**src/rtl/rng_pkg.sv**
```systemverilog
// Shared constants and the 80-to-32 bit state fold used by the RNG word FIFO.
package rng_pkg;

  localparam int RNG_STATE_W     = 80;
  localparam int WORD_W          = 32;
  localparam int DEF_DEPTH       = 4;
  localparam int DEF_HARVEST_INT = 8;
  localparam int DEF_REP_LIMIT   = 3;

  // Upper 16 state bits are zero-extended so every generator bit reaches the word.
  function automatic logic [WORD_W-1:0] fold(input logic [RNG_STATE_W-1:0] s);
    return s[31:0] ^ s[63:32] ^ {16'h0, s[79:64]};
  endfunction

endpackage

```
**src/rtl/sync_fifo.sv**
```systemverilog
// Show-ahead synchronous FIFO; the caller qualifies push and pop.
module sync_fifo #(
  parameter int WIDTH = 32,
  parameter int DEPTH = 4,
  localparam int AW = $clog2(DEPTH),
  localparam int LW = AW + 1
) (
  input  logic             clk,
  input  logic             rst,
  input  logic             push,
  input  logic [WIDTH-1:0] wdata,
  input  logic             pop,
  output logic [WIDTH-1:0] rdata,
  output logic             rvalid,
  output logic [LW-1:0]    level
);

  logic [WIDTH-1:0] mem [DEPTH];
  logic [AW-1:0]    wr_ptr;
  logic [AW-1:0]    rd_ptr;

  always_ff @(posedge clk) begin
    if (push && !rst) begin
      mem[wr_ptr] <= wdata;
    end
  end

  // Power-of-two depth lets the pointers wrap naturally.
  always_ff @(posedge clk) begin
    if (rst) begin
      wr_ptr <= '0;
      rd_ptr <= '0;
      level  <= '0;
    end else begin
      if (push) begin
        wr_ptr <= wr_ptr + 1'b1;
      end
      if (pop) begin
        rd_ptr <= rd_ptr + 1'b1;
      end
      if (push && !pop) begin
        level <= level + 1'b1;
      end else if (pop && !push) begin
        level <= level - 1'b1;
      end
    end
  end

  assign rvalid = (level != '0);
  assign rdata  = rvalid ? mem[rd_ptr] : '0;

endmodule

```
**src/rtl/rng_word_fifo.sv**
```systemverilog
// Periodically harvests folded generator state into a FIFO, guarded by a
// repetition health test and a sticky overflow flag.
module rng_word_fifo #(
  parameter int WORD_W      = rng_pkg::WORD_W,
  parameter int DEPTH       = rng_pkg::DEF_DEPTH,
  parameter int HARVEST_INT = rng_pkg::DEF_HARVEST_INT,
  parameter int REP_LIMIT   = rng_pkg::DEF_REP_LIMIT,
  localparam int LW = $clog2(DEPTH) + 1
) (
  input  logic              clk,
  input  logic              rst,
  input  logic              i_en,
  input  logic              i_rng_initdone,
  input  logic [79:0]       i_rng_state,
  input  logic              i_clr,
  output logic [WORD_W-1:0] o_rdata,
  output logic              o_rvalid,
  input  logic              i_rready,
  output logic [LW-1:0]     o_level,
  output logic              o_ovf,
  output logic              o_hlth_err
);

  import rng_pkg::*;

  localparam logic [7:0]    HV_LAST  = 8'(HARVEST_INT - 1);
  localparam logic [3:0]    REP_LIM  = 4'(REP_LIMIT);
  localparam logic [LW-1:0] FULL_LVL = LW'(DEPTH);

  logic              run;
  logic [7:0]        hcnt;
  logic              hv;
  logic [WORD_W-1:0] fw;
  logic [WORD_W-1:0] prev_fw;
  logic [3:0]        rep_cnt;
  logic [3:0]        rep_next;
  logic              rep_fail;
  logic              word_ok;
  logic              pop;
  logic              push;
  logic              full;

  assign run = i_en & i_rng_initdone;
  assign hv  = run && (hcnt == HV_LAST);
  assign fw  = fold(i_rng_state);

  always_ff @(posedge clk) begin
    if (rst || !run) begin
      hcnt <= '0;
    end else if (hcnt == HV_LAST) begin
      hcnt <= '0;
    end else begin
      hcnt <= hcnt + 1'b1;
    end
  end

  always_comb begin
    rep_next = 4'd1;
    if (fw == prev_fw) begin
      rep_next = (rep_cnt == 4'd15) ? 4'd15 : rep_cnt + 1'b1;
    end
  end

  assign rep_fail = rep_next >= REP_LIM;
  assign word_ok  = hv && !o_hlth_err && !rep_fail;
  assign pop      = o_rvalid && i_rready;
  assign full     = (o_level == FULL_LVL);
  assign push     = word_ok && (!full || pop);

  // prev_fw keeps tracking harvests even while pushes are blocked or cleared.
  always_ff @(posedge clk) begin
    if (rst) begin
      prev_fw <= '0;
    end else if (hv) begin
      prev_fw <= fw;
    end
  end

  always_ff @(posedge clk) begin
    if (rst) begin
      rep_cnt    <= '0;
      o_ovf      <= 1'b0;
      o_hlth_err <= 1'b0;
    end else if (i_clr) begin
      rep_cnt    <= '0;
      o_ovf      <= 1'b0;
      o_hlth_err <= 1'b0;
    end else begin
      if (hv) begin
        rep_cnt <= rep_next;
      end
      if (hv && rep_fail) begin
        o_hlth_err <= 1'b1;
      end
      if (word_ok && full && !pop) begin
        o_ovf <= 1'b1;
      end
    end
  end

  sync_fifo #(
    .WIDTH(WORD_W),
    .DEPTH(DEPTH)
  ) u_fifo (
    .clk   (clk),
    .rst   (rst),
    .push  (push),
    .wdata (fw),
    .pop   (pop),
    .rdata (o_rdata),
    .rvalid(o_rvalid),
    .level (o_level)
  );

endmodule

```
**config.mk**
```make
export PLATFORM = sky130hd
export DESIGN_NAME = rng_word_fifo
export DESIGN_NICKNAME = d
export VERILOG_FILES = /design/src/rtl/rng_pkg.sv /design/src/rtl/sync_fifo.sv /design/src/rtl/rng_word_fifo.sv
export SDC_FILE = /design/constraint.sdc
export NUM_CORES = 1
export LEC_CHECK = 0
export ABC_CLOCK_PERIOD_IN_PS = 6300
export BUFFER_PORTS_ARGS = -buffer_cell sky130_fd_sc_hd__buf_4
export CAP_MARGIN = 20
export CORE_ASPECT_RATIO = 0.8
export CORE_MARGIN = 2
export CORE_UTILIZATION = 35
export CTS_BUF_LIST = sky130_fd_sc_hd__clkbuf_4
export DETAILED_ROUTE_END_ITERATION = 12
export GPL_TIMING_DRIVEN = 0
export SLEW_MARGIN = 20
export SYNTH_ARGS = -nofsm -noshare
export SYNTH_HDL_FRONTEND = slang
export SYNTH_HIERARCHICAL = 1
export SYNTH_SLANG_ARGS = --single-unit
```
**constraint.sdc**
```tcl
create_clock -name clk -period 6.3 [get_ports clk]
set_clock_uncertainty 0.05 [all_clocks]
set_input_delay 0.945 -clock clk [delete_from_list [all_inputs] [get_ports clk]]
set_output_delay 0.945 -clock clk [all_outputs]
set_load 0.005 [all_outputs]
```
==> flow_metrics.tcl <==
set metrics [dict create \
    synth-async-reset-ratio_pct 0 \
    rr_startpoint "hcnt[3]" \
    drt-initial-drc-count 510 \
    crit_fanout 10 \
    path_cells "or4_1 -> nor3_1 -> nand3_1 -> clkbuf_1 -> nor4_1 -> ha_1 -> inv_1 -> fa_1 -> xor2_1 -> or3_1 -> a21oi_1" \
    placementRows 50 \
    numCtsBuffers 17 \
    syn_area_per_cell_sq_um 14.1 \
    hpwl_microns 13900 \
    max_cap_violations 0 \
    synth-edff-count 128 \
    cts_resized 0 \
    ant_nets 0 \
    final_hold_viol_count 0 \
    start_util_pct 35.6 \
    finalMaxSlewViolations 0 \
    critical-path-slowest-cell "nor4_1" \
    whs_path_depth 1 \
    syn_nets 682 \
    dp_cells 1027 \
    critPathLaunchType "register" \
    ys_warn_count 6 \
    relSlewSlack_pct 45.6 \
    power_mw 3.01 \
    avgRoutedWirePerCell_microns 17.9 \
    hold_buffers 0 \
    drive_above_1_share_pct 28.4 \
    critPathCaptureType "register" \
    post-place-ws_ps 1750 \
    grt_max_degree 26 \
    place_area_sq_um 9750 \
    power_density_nw_per_um2 301 \
    syn-cell-area_sq_um 8320 \
    final_cell_mix "edfxtp_1, buf_4, nand2_1" \
    ys_seq_area_share_pct 59.5 \
    antenna_found_initial 1 \
    vias 5085 \
    hp-start "hcnt[0]" \
    cpPeakStageDelay_ps 760 \
    worst_slack_ps 2160 \
    post-route-min-period_ps 4140 \
    insertion_delay_ps 580 \
    finalSetupViolCount 0 \
    vdd_drop_max_mv 0.134 \
    tns_ps 0 \
    crit_type "register to register" \
    hold_end "hcnt[0]" \
    stdcell_count 1060 \
    track_usage_pct 15.6 \
    ys_ff_latch 183 \
    hold_class "register to register" \
    yosysUniqueCellTypes 55 \
    netlist_instances 588 \
    clkTransAtPathRegs_ps 140 \
    fp.dieArea_sq_um 25000 \
    chipWidth_microns 176 \
    rsz0062_at_grt "false" \
    grt_pass1_wl_microns 28600 \
    path_buf_inv 2 \
    h-tree-depth 4 \
    fin_area_sq_um 10000 \
    rr_worst_depth 11 \
    final.period_utilization_pct 65.7 \
    r2r_slack_ps 2160 \
    area_growth_pct 20.6 \
    cts_tree "done" \
    cts_setup_buffers 0 \
    critical_path_arrival_ps 4600 \
    synthFlopType "edfxtp_1" \
    vias_per_cell 4.80 \
    port_buffers 122 \
    grt_pass1_vias 5083 \
    nNetsFinal 828 \
    fmax_mhz 242 \
    ios 124 \
    overflow 0 \
    drtPass1Iterations 5 \
    worst_pin_slew_ps 795 \
    path_delay_family "simple AND/OR/NAND/NOR gates" \
    rr_endpoint "u_fifo/level[2]" \
    clockBufferDepth 2 \
    wl_microns 19000 \
    die_h_microns 142 \
    cts_root_buf "clkbuf_4" \
    place_congestion 0.790 \
    drc 0 \
    final_common_cell "edfxtp_1" \
    status "finished, final reports clean" \
    coreArea_sq_um 23300 \
    required_ps 6760 \
    clock_sinks 183 \
    cellLeakagePower_nw 3.64 \
]
per-layer routing:
| metal | routed length [microns] | GRT usage (%) | vias to the layer above |
|---|---|---|---|
| met4 | 172 | 3.61 | 0 |
| met3 | 1040 | 3.86 | 14 |
| li1 | - | - | 2437 |
| met5 | 0 | 0 | - |
| met1 | 9180 | 22.2 | 2502 |
| met2 | 8590 | 24.2 | 132 |
sequential cells by signal (all words and copies together), names as in the netlist, named ones only:
| register | count |
|---|---|
| u_fifo/level | 3 |
| hcnt | 8 |
| rep_cnt | 4 |
| u_fifo/mem | 128 |
| u_fifo/wr_ptr | 2 |
| prev_fw | 32 |
| o_ovf | 1 |
| o_hlth_err | 1 |
| u_fifo/rd_ptr | 2 |
cells by family (layout without fill, tap and decap cells):
| group | count (synthesis) | after routing | synth area share, % |
|---|---|---|---|
| AO/OA/AOI/OAI | 56 | 56 | 4.51 |
| XOR/XNOR | 84 | 84 | 11.9 |
| adder cells (fa/ha/maj) | 8 | 8 | 1.29 |
| buffers and inverters | 41 | 200 | 2.57 |
| flip-flops | 183 | 183 | 59.5 |
| multiplexers | 37 | 37 | 9.37 |
| other | 0 | 1 | 0 |
| AND/OR/NAND/NOR | 179 | 179 | 10.9 |
area by class of cell:
cell class                 count  area, sq um
buffer                        23          146
clock buffer                  20          150
tap                          312          390
inverter                      18         67.6
sequential                   183         4940
fill                        2149        13300
timing repair buffer         127         1030
antenna                        1         2.50
clock inverter                12          120
multi-input combinational    364         3170
metrics by stage:
stage / hold WS (ps) / util (%)
after floorplan: 363 / -
after global placement: 379 / 41.2
after detailed placement: 385 / 41.8
after CTS: 406 / 42.9
after global routing: 434 / 43.0
final: 403 / 43.0
where the power goes:
part / switching (mW) / internal (mW) / leakage (nW)
sequential: 0.0220 / 1.32 / 1.59
clock: 0.410 / 0.216 / 0.141
combinational: 0.469 / 0.573 / 1.91
worst max-delay path by stage:
stage                                from           endpoint  slack (ps)  depth (start not counted)
final                             hcnt[3]    u_fifo/level[2]        2160                         11
after global routing              hcnt[3]    u_fifo/level[2]        1830                         11
after CTS                         hcnt[3]    u_fifo/level[2]        2180                         11
after detailed placement  i_rng_state[44]  u_fifo/mem[3][17]        1750                         10
after global placement    i_rng_state[44]   u_fifo/mem[3][3]        1120                          9
after floorplan            i_rng_state[7]   u_fifo/mem[0][0]        2430                          8
cells in the mapped netlist, types with 9 or more instances:
master / n / share of area, %
a21oi_1: 29 / 1.7
and2b_1: 16 / 1.4
clkbuf_1: 15 / 0.68
dfxtp_1: 55 / 13
edfxtp_1: 128 / 46
inv_1: 18 / 0.81
mux4_2: 30 / 8.1
nand2_1: 60 / 2.7
nand3_1: 10 / 0.60
nor2_1: 34 / 1.5
nor2b_1: 19 / 1.4
nor3_1: 9 / 0.54
xnor2_1: 34 / 3.6
xnor3_1: 14 / 3.8
xor2_1: 31 / 3.3
Power figures use the tool's default switching activity.
